File: src/rtl/ov7670_pkg.sv
// ov7670_pkg
// Shared definitions for the OV7670 video path: capture FSM states, buffer
// address / pixel widths and the default frame geometry, which the VGA reader
// uses as well so both sides agree on the buffer layout.
package ov7670_pkg;

  localparam int FRAME_ADDR_W = 19;
  localparam int PIXEL_W      = 4;

  localparam int DEF_H_PIXELS = 640;
  localparam int DEF_V_LINES  = 480;

  typedef enum logic [1:0] {
    SYNC_WAIT = 2'd0,
    VBLANK    = 2'd1,
    ACTIVE    = 2'd2
  } cap_state_t;

endpackage

File: src/rtl/ov7670_byte_pair.sv
// ov7670_byte_pair
// Pairs consecutive camera bytes into pixels and selects the luminance byte.
// Ports:
//   pclk, rst    - camera pixel clock, async active-high reset
//   enable       - pairing allowed (capture FSM in ACTIVE, frame not ending)
//   href         - registered line-valid
//   data         - registered camera byte
//   pixel_valid  - high in the cycle the second byte of a pair is present
//   luma         - luminance[7:4] of the completed pixel, valid with pixel_valid
module ov7670_byte_pair
  import ov7670_pkg::*;
#(
  parameter int Y_BYTE = 0
) (
  input  logic               pclk,
  input  logic               rst,
  input  logic               enable,
  input  logic               href,
  input  logic [7:0]         data,
  output logic               pixel_valid,
  output logic [PIXEL_W-1:0] luma
);

  logic byte_ph;
  logic unused_chroma;

  // byte_ph restarts at 0 whenever href drops or pairing is disabled, so an
  // odd trailing byte or a half pixel cut by VSYNC is silently discarded.
  always_ff @(posedge pclk or posedge rst) begin
    if (rst) begin
      byte_ph <= 1'b0;
    end else if (enable && href) begin
      byte_ph <= ~byte_ph;
    end else begin
      byte_ph <= 1'b0;
    end
  end

  assign pixel_valid   = enable & href & byte_ph;
  assign unused_chroma = ^data[3:0];

  generate
    if (Y_BYTE == 0) begin : g_y_first
      logic [PIXEL_W-1:0] y_hold;

      // Luminance arrives first, so hold it until the pair completes.
      always_ff @(posedge pclk or posedge rst) begin
        if (rst) begin
          y_hold <= '0;
        end else if (enable && href && !byte_ph) begin
          y_hold <= data[7:4];
        end
      end

      assign luma = y_hold;
    end else begin : g_y_second
      assign luma = data[7:4];
    end
  endgenerate

endmodule

File: src/rtl/ov7670_capture.sv
// ov7670_capture
// Camera-side receiver: samples the OV7670 bus on pclk, frames it with VSYNC,
// pairs bytes into pixels and writes 4-bit luminance into the frame buffer.
// Ports:
//   pclk, rst          - camera pixel clock, async active-high reset
//   cam_vsync/href/data- raw camera bus
//   capture_en         - capture gate, sampled at frame start only
//   err_clr            - synchronous clear of the sticky error flags
//   frame_addr/pixel/we- buffer write port (one strobe per pixel)
//   frame_done         - one-cycle pulse when a captured frame ends
//   frame_count        - captured frame counter, wraps
//   err_line_short/long, err_frame_long - sticky geometry errors
module ov7670_capture
  import ov7670_pkg::*;
#(
  parameter int   H_PIXELS     = DEF_H_PIXELS,
  parameter int   V_LINES      = DEF_V_LINES,
  parameter int   ADDR_BASE    = 0,
  parameter int   Y_BYTE       = 0,
  parameter logic VSYNC_ACTIVE = 1'b1
) (
  input  logic                    pclk,
  input  logic                    rst,
  input  logic                    cam_vsync,
  input  logic                    cam_href,
  input  logic [7:0]              cam_data,
  input  logic                    capture_en,
  input  logic                    err_clr,
  output logic [FRAME_ADDR_W-1:0] frame_addr,
  output logic [PIXEL_W-1:0]      frame_pixel,
  output logic                    frame_we,
  output logic                    frame_done,
  output logic [7:0]              frame_count,
  output logic                    err_line_short,
  output logic                    err_line_long,
  output logic                    err_frame_long
);

  localparam int COL_W = $clog2(H_PIXELS + 1) + 1;
  localparam int ROW_W = $clog2(V_LINES + 2) + 1;

  localparam logic [COL_W-1:0]        COL_MAX = COL_W'(H_PIXELS);
  localparam logic [COL_W-1:0]        COL_ONE = COL_W'(1);
  localparam logic [ROW_W-1:0]        ROW_MAX = ROW_W'(V_LINES);
  localparam logic [ROW_W-1:0]        ROW_SAT = ROW_W'(V_LINES + 1);
  localparam logic [ROW_W-1:0]        ROW_ONE = ROW_W'(1);
  localparam logic [FRAME_ADDR_W-1:0] BASE    = FRAME_ADDR_W'(ADDR_BASE);
  localparam logic [FRAME_ADDR_W-1:0] ADR_ONE = FRAME_ADDR_W'(1);

  cap_state_t state, state_nx;

  logic                    vs_r, vs_r_prev, hr_r, hr_r_prev;
  logic [7:0]              d_r;
  logic                    vs_on, vs_rise, vs_fall;
  logic                    frame_start, frame_end;
  logic                    pair_en, pixel_valid;
  logic [PIXEL_W-1:0]      luma;
  logic                    line_start, line_end;
  logic                    col_full, row_ok, do_write;
  logic                    set_short, set_long, set_flong;
  logic                    cap_act;
  logic [COL_W-1:0]        col;
  logic [ROW_W-1:0]        row;
  logic [FRAME_ADDR_W-1:0] wr_addr;

  // Single register stage on the camera bus. The VSYNC copies reset to the
  // active level so a pulse already in progress at reset release is never
  // mistaken for a fresh active edge: capture needs a complete pulse.
  always_ff @(posedge pclk or posedge rst) begin
    if (rst) begin
      vs_r      <= VSYNC_ACTIVE;
      vs_r_prev <= VSYNC_ACTIVE;
      hr_r      <= 1'b0;
      hr_r_prev <= 1'b0;
      d_r       <= 8'd0;
    end else begin
      vs_r      <= cam_vsync;
      vs_r_prev <= vs_r;
      hr_r      <= cam_href;
      hr_r_prev <= hr_r;
      d_r       <= cam_data;
    end
  end

  assign vs_on   = (vs_r == VSYNC_ACTIVE);
  assign vs_rise = vs_on && (vs_r_prev != VSYNC_ACTIVE);
  assign vs_fall = !vs_on && (vs_r_prev == VSYNC_ACTIVE);

  always_ff @(posedge pclk or posedge rst) begin
    if (rst) begin
      state <= SYNC_WAIT;
    end else begin
      state <= state_nx;
    end
  end

  // Frame framing: a frame runs from the VSYNC inactive edge to the next
  // active edge; SYNC_WAIT throws away whatever frame was in flight at reset.
  always_comb begin
    state_nx    = state;
    frame_start = 1'b0;
    frame_end   = 1'b0;
    case (state)
      SYNC_WAIT: begin
        if (vs_rise) state_nx = VBLANK;
      end
      VBLANK: begin
        if (vs_fall) begin
          state_nx    = ACTIVE;
          frame_start = 1'b1;
        end
      end
      ACTIVE: begin
        if (vs_rise) begin
          state_nx  = VBLANK;
          frame_end = 1'b1;
        end
      end
      default: state_nx = SYNC_WAIT;
    endcase
  end

  // The frame-ending edge disables pairing so a half pixel there is dropped.
  assign pair_en = (state == ACTIVE) && !vs_rise;

  ov7670_byte_pair #(
    .Y_BYTE (Y_BYTE)
  ) u_byte_pair (
    .pclk        (pclk),
    .rst         (rst),
    .enable      (pair_en),
    .href        (hr_r),
    .data        (d_r),
    .pixel_valid (pixel_valid),
    .luma        (luma)
  );

  assign line_start = pair_en && hr_r && !hr_r_prev;
  assign line_end   = pair_en && !hr_r && hr_r_prev;
  assign col_full   = (col >= COL_MAX);
  assign row_ok     = (row < ROW_MAX);
  assign do_write   = pixel_valid && cap_act && !col_full && row_ok;
  assign set_short  = line_end && !col_full;
  assign set_long   = pixel_valid && col_full;
  assign set_flong  = line_start && !row_ok;

  // Geometry counters and the buffer write port. Counters run even when
  // capture is gated off so geometry errors are still reported. The address
  // only advances on real writes, which bounds it to the buffer size.
  always_ff @(posedge pclk or posedge rst) begin
    if (rst) begin
      cap_act     <= 1'b0;
      col         <= '0;
      row         <= '0;
      wr_addr     <= BASE;
      frame_addr  <= BASE;
      frame_pixel <= '0;
      frame_we    <= 1'b0;
      frame_done  <= 1'b0;
      frame_count <= 8'd0;
    end else begin
      frame_we   <= do_write;
      frame_done <= frame_end && cap_act;
      if (frame_end && cap_act) begin
        frame_count <= frame_count + 8'd1;
      end
      if (frame_start) begin
        cap_act    <= capture_en;
        col        <= '0;
        row        <= '0;
        wr_addr    <= BASE;
        frame_addr <= BASE;
      end else begin
        if (do_write) begin
          frame_addr  <= wr_addr;
          frame_pixel <= luma;
          wr_addr     <= wr_addr + ADR_ONE;
        end
        if (line_end) begin
          col <= '0;
          if (row != ROW_SAT) row <= row + ROW_ONE;
        end else if (pixel_valid && !col_full) begin
          col <= col + COL_ONE;
        end
      end
    end
  end

  // Sticky error flags; a new error in the clearing cycle keeps the flag set.
  always_ff @(posedge pclk or posedge rst) begin
    if (rst) begin
      err_line_short <= 1'b0;
      err_line_long  <= 1'b0;
      err_frame_long <= 1'b0;
    end else begin
      err_line_short <= (err_line_short & ~err_clr) | set_short;
      err_line_long  <= (err_line_long  & ~err_clr) | set_long;
      err_frame_long <= (err_frame_long & ~err_clr) | set_flong;
    end
  end

endmodule

File: config.mk
export PLATFORM = sky130hd
export DESIGN_NAME = ov7670_capture
export DESIGN_NICKNAME = d
export VERILOG_FILES = /design/src/rtl/ov7670_pkg.sv /design/src/rtl/ov7670_byte_pair.sv /design/src/rtl/ov7670_capture.sv
export SDC_FILE = /design/constraint.sdc
export NUM_CORES = 1
export LEC_CHECK = 0
export CAP_MARGIN = 10
export CORE_AREA = 2 2 75 113
export CTS_CLUSTER_DIAMETER = 30
export DETAILED_ROUTE_END_ITERATION = 8
export DIE_AREA = 0 0 77 115
export GPL_TIMING_DRIVEN = 1
export HOLD_SLACK_MARGIN = 0.12
export PLACE_DENSITY = 0.78
export SKIP_LAST_GASP = 1
export SYNTH_ARGS = -nofsm -noshare
export SYNTH_HDL_FRONTEND = slang
export SYNTH_HIERARCHICAL = 1
export SYNTH_SLANG_ARGS = --single-unit
File: constraint.sdc
create_clock -name pclk -period 7.3 [get_ports pclk]
set_input_delay 2.19 -clock pclk [delete_from_list [all_inputs] [get_ports pclk]]
set_output_delay 2.19 -clock pclk [all_outputs]
set_load 0.02 [all_outputs]
# --- Word level (Yosys, flattened, before mapping) ---
# Cells that the tools add are included.
op_classes:
  addsub: 4
  eq_ne: 5
  mux: 18
  reduce_logical: 32
  n_bitwise: 12
  order_cmp: 2
ops:
  columns: ["cell", "count"]
  rows:
  - ["$mux W19", 4]
  - ["$mux W11", 3]
  - ["$mux W10", 3]
  - ["$add A19 B1 Y19 const B", 1]
  - ["$logic_and A1 B1 Y1", 16]
  - ["$add A11 B1 Y11 const B", 1]
  - ["$ge A11 B10 Y1 const B", 1]
  - ["$add A10 B1 Y10 const B", 1]
  - ["$lt A10 B9 Y1 const B", 1]
  - ["$ne A10 B9 Y1 const B", 1]
  - ["$add A8 B1 Y8 const B", 1]
  - ["$logic_not A1 Y1", 7]
  - ["$reduce_and A2 Y1", 3]
  - ["$reduce_bool A2 Y1", 3]
  - ["$and A1 B1 Y1", 5]
  - ["$mux W1", 5]
  - ["$mux W2", 2]
  - ["$not A1 Y1", 4]
  - ["$pmux W2 S2", 1]
  - ["$or A1 B1 Y1", 3]
  - ["$reduce_bool A3 Y1", 1]
  - ["$eq A2 B1 Y1 const B", 1]
  - ["$eq A2 B2 Y1 const B", 1]
  - ["$logic_not A2 Y1", 1]
  - ["other kinds (3)", 3]
word_totals:
  in_bits: 14
  ff_bits: 96
  out_inout_bits: 36
  word_cells: 93

# --- Logic depth before layout (Yosys ltp) ---
depth:
  ltp_word: 11
  mapped_depth: 11
  ltp_nobuf: 9

# --- By module ---
# Netlist, hierarchy kept.
modules_own_cells:
  columns: ["mod", "area_per_inst_um2", "n_inst", "cells_per_inst", "seq_area_each_um2"]
  rows:
  - ["ov7670_capture", 4035.1, 1, 361, 2279.7]
  - ["ov7670_byte_pair", 220.2, 1, 13, 125.1]

# --- Worst setup path after synthesis ---
# No wires, ideal clock.
synth_timing:
  kind: "register to output"
  start: "reg frame_count[0]"
  end: "out frame_count[0]"
  path_buffers: 0
  setup_slack_ns: 4.629
  t_required_ns: 5.110
  stages_incl_launch_ff: 1
  t_arrival_ns: 0.481
  cell_sequence: "dfrtp_1"
synth_lines:
  columns: ["element", "line", "rtl"]
  rows:
  - ["start, declared", "ov7670_capture.sv:33", "output logic [7:0] frame_count,"]
  - ["start signal, assigned", "ov7670_capture.sv:165", "frame_count <= frame_count + 8'd1;"]
# No word-level cell between the ends.

# --- Worst setup path after layout ---
layout_timing:
  start: "reg vs_r_prev"
  end: "reg frame_pixel[1]"
layout_via:
  elab_chain_cells: 10
  word_cells_on_any_way: 14
  classes_between: "mux: 2; bitwise: 4; reduce/logical: 8"
layout_lines:
  columns: ["element", "line", "rtl"]
  rows:
  - ["start, declared", "ov7670_capture.sv:52", "logic vs_r, vs_r_prev, hr_r, hr_r_prev;"]
  - ["start signal, assigned", "ov7670_capture.sv:78", "vs_r_prev <= vs_r;"]
  - ["$not A1 Y1", "ov7670_capture.sv:86", "assign vs_rise = vs_on && (vs_r_prev != VSYNC_ACTIVE);"]
  - ["$logic_and A1 B1 Y1", "ov7670_capture.sv:86", null]
  - ["$logic_not A1 Y1", "ov7670_capture.sv:124", "assign pair_en = (state == ACTIVE) && !vs_rise;"]
  - ["$logic_and A1 B1 Y1", "ov7670_capture.sv:124", null]
  - ["named net pair_en", "ov7670_capture.sv:56", "logic pair_en, pixel_valid;"]
  - ["$and A1 B1 Y1 (2 in series)", "ov7670_byte_pair.sv:39", "assign pixel_valid = enable & href & byte_ph;"]
  - ["named net pixel_valid", "ov7670_capture.sv:56", null]
  - ["$logic_and A1 B1 Y1 (3 in series)", "ov7670_capture.sv:142", "assign do_write = pixel_valid && cap_act && !col_full && row_ok;"]
  - ["$reduce_and A2 Y1 (no line)", null, null]
  - ["end signal, assigned", "ov7670_capture.sv:176", "frame_pixel <= luma;"]
  - ["end, declared", "ov7670_capture.sv:30", "output logic [PIXEL_W-1:0] frame_pixel,"]
# The timed path passes the listed nets, and every way through them passes these cells.
# A chain may end at the register's enable or synchronous reset.

==> qor_table.md <==
| Step | Result | This run |
|---|---|---|
| global routing | Maximum number of pins on one net before global-route repair | 79 |
| detailed routing | Routed via count | 3000 |
| finish | Number of filler cells placed in the layout | 670 |
| timing | Unrepaired setup endpoints after global routing | no |
| placement | Number of buffers added on ports | 45 |
| finish | N_diodes | 0 |
| power | P_sw | 287 uW |
| worst setup path | Largest delay share family, worst path | simple AND/OR/NAND/NOR gates |
| power | Total internal power | 853 uW |
| worst setup path | Path depth of the worst reg2reg path | 8 |
| global routing | Sum of overflow across all layers after global routing | 0 |
| timing | Worst relative slew slack | 27.8% |
| timing | Final setup TNS | 0 ns |
| floorplan | Top Ports | 50 |
| clocking | Clock transition at the registers of the reported paths | 0.06 ns |
| worst setup path | Count of buffer and inverter cells on the critical path | 1 |
| worst setup path | Required arrival time at the worst endpoint | 7.52 ns |
| placement | Gpl congestion | 0.789 |
| worst setup path | WS Path Type | reg -> reg |
| worst hold path | Cells on Worst Hold Path | 0 |
| worst setup path | Element type at the critical path start | flip-flop |
| logic synthesis | Number of instances in the synthesized netlist | 370 |
| finish | Share of cells above drive strength 1 | 12.5% |
| timing | FMAX | 252 MHz |
| worst setup path | Startpoint of the worst register-to-register path | vs_r_prev |
| floorplan | Core Region | 7910 um^2 |
| worst setup path | Slowest cell delay on critical path | 1.04 ns |
| finish | Final instance count without filler cells | 520 |
| worst setup path | R2R setup slack | 3.33 ns |
| power | Sw frac | 25.2% |
| detailed routing | Routed WL per cell | 15.2 um |
| detailed routing | Drt pass-1 iters | 4 |
| worst setup path | Setup crit end kind | flip-flop |
| timing | Period utilization | 54.3% |
| finish | Area growth from synthesis to final layout | 19.1% |
| global routing | Global-route wire length before repair | 13800 um |
| detailed routing | Drt total wl | 7880 um |
| floorplan | Row Count | 40 |
| floorplan | Die height | 115 um |
| logic synthesis | Post-synthesis area per instance | 11.2 um^2 |
| clocking | Clock Path Buffers | 2 |
| logic synthesis | Count of yosys warnings during synthesis | 6 |
| timing | Final Max Tran Viols | 0 |
| detailed routing | Post-detailed-route count of antenna-violating nets | 0 |
| power | Max rail drop VDD | 0.167 mV |
| placement | DPL Wire Length | 5310 um |
| finish | Nets@finish | 431 |
| worst setup path | Largest fanout of any net on the critical path | 25 |
| worst hold path | Hold Crit Start | vs_on |
| power | Power share of the combinational group | 12.4% |
| clocking | H-tree Lvls | 3 |
| power | Leakage power | 0.00225 uW |
| worst hold path | End point of the most critical hold path | vs_r_prev |
| logic synthesis | Cell area after synthesis | 4160 um^2 |
| power | Part of the total power dissipated in the clock network | 36.4% |
| logic synthesis | Post-Synthesis Net Count | 390 |
| worst setup path | CP cell instances | nand2b_1, nand2_1, inv_1, and3_2, nor2b_1, nand4_2, nor2_2, mux2_2 |
| timing | Fin. Hold Viols | 0 |
| clocking | Number of clock buffers inserted by TritonCTS | 9 |
| clocking | Later-pin clock latency in the skew report | 0.34 ns |
| global routing | Number of global-route vias before repair | 3063 |
| timing | Final period demand of the worst path | 3.97 ns |
| worst setup path | R2R Path End | frame_pixel[1] |
| clocking | Quantity of gates resized following cts | 0 |
| power | Seq pwr share | 51.2% |
| worst setup path | Arrival time reported for the critical path endpoint | 4.19 ns |
| floorplan | Die width | 77 um |
| clocking | Hold-fix buffers, CTS | 0 |
| detailed routing | Count of unresolved DRC violations after routing | 0 |
| global routing | Initial antenna violation count | 0 |
| floorplan | Full die area | 8860 um^2 |
| detailed routing | Vias per std cell | 5.77 |
| power | Power per standard cell area | 230 nW/um^2 |
| timing | Slew of the pin with the lowest slew margin | 1.08 ns |
| clocking | Clock sink count | 92 |
| outcome | Run status | complete, no violations |
| placement | Total instance count after detailed placement | 505 |
| timing | # setup viols final | 0 |
| floorplan | Initial Utilization | 52.5% |
| clocking | CTS tree | done |
| worst hold path | Min-delay worst type | reg -> reg |
| worst setup path | Slowest stage cell, crit path | nor2_2 |
| clocking | Post CTS Setup Buffer Count | 0 |
| clocking | Root cell of the clock tree | clkbuf_16 |
| run | Maximum capacitance violations | 0 |
| detailed routing | First DRT Iteration DRCs | 163 |
| finish | Final Core Density | 62.6% |
| timing | Fin Clk Skew | 0.00659 ns |
| global routing | Total global routing track utilization | 19.6% |
==> sequential cells by signal, indices dropped and copies added (netlist names) <==
name                 cells
frame_pixel              4
err_line_short           1
frame_count              8
vs_r_prev                1
row                     10
u_byte_pair/byte_ph      1
hr_r_prev                1
wr_addr                 19
err_frame_long           1
state                    2
frame_we                 1
frame_done               1
d_r                      4
hr_r                     1
col                     11
cap_act                  1
vs_on                    1
u_byte_pair/luma         4
frame_addr              19
err_line_long            1
==> area by class of cell <==
cell class                      instances  area (um^2)  area share, %
Timing Repair Buffer                   47          465           9.41
Clock buffer                           13          250           5.06
Sequential cell                        92         2300           46.6
Clock inverter                          2         12.5          0.253
Inverter                               17         65.1           1.31
Multi-Input combinational cell        244         1720           34.7
Tap cell                              105          131           2.65
==> how the worst max path moves through the flow <==
stage | start | endpoint | slack (ns) | cells after the start
global route | vs_r_prev | frame_pixel[3] | 3.05 | 8
global placement | vs_r_prev | frame_pixel[1] | 3.50 | 8
floorplan | rst | cap_act | 2.86 | 1
finish | vs_r_prev | frame_pixel[1] | 3.33 | 8
detailed placement | vs_r_prev | frame_pixel[3] | 3.41 | 8
CTS | vs_r_prev | frame_pixel[3] | 3.35 | 8
==> layout by cell type (no fill, tap or decap), drive strengths merged, types with 2 or more instances in the layout <==
master / instances
mux2: 9
ha: 6
clkbuf: 13
xor2: 9
o22ai: 2
nor2: 11
dfstp: 2
nand2: 34
inv: 16
o31ai: 6
dfrtp: 90
nor4: 10
mux2i: 14
a22o: 21
xnor2: 5
and2: 7
or4: 8
nand3b: 2
clkdlybuf4s50: 45
nand3: 12
o21ai: 8
and3: 3
and3b: 2
nand4: 19
or3: 6
buf: 2
a31o: 2
and4: 2
clkinv: 2
a21oi: 15
nor3: 2
nor2b: 5
o21a: 2
nand2b: 3
or2: 12
==> per-layer routing <==
metal / part of all wire, % / global-route usage (%) / wire length (um) / vias up
met1: 41 / 22.7 / 3250 / 1495
li1: - / - / - / 1411
met4: 2.8 / 10.7 / 223 / 0
met2: 53 / 35.2 / 4150 / 76
met3: 3.2 / 2.75 / 256 / 18
met5: 0 / 0 / 0 / -
==> stage by stage <==
stage	power (uW)	setup slack, ns	cell area (um^2)	hold WS [ns]
global placement	728	3.50	4690	0.377
finish	1140	3.33	4950	0.393
floorplan	687	2.86	4160	0.370
detailed placement	735	3.41	4690	0.379
CTS	1150	3.35	4950	0.393
global route	1200	3.05	4950	0.409
==> power groups by stage <==
stage               Sequential, uW  Combinational, uW  Clock, uW
floorplan                      586                101          0
global placement               590                138          0
detailed placement             592                143          0
CTS                            583                144        423
global route                   590                158        449
finish                         584                141        416
Note: power is estimated with default switching activity, not from simulation.
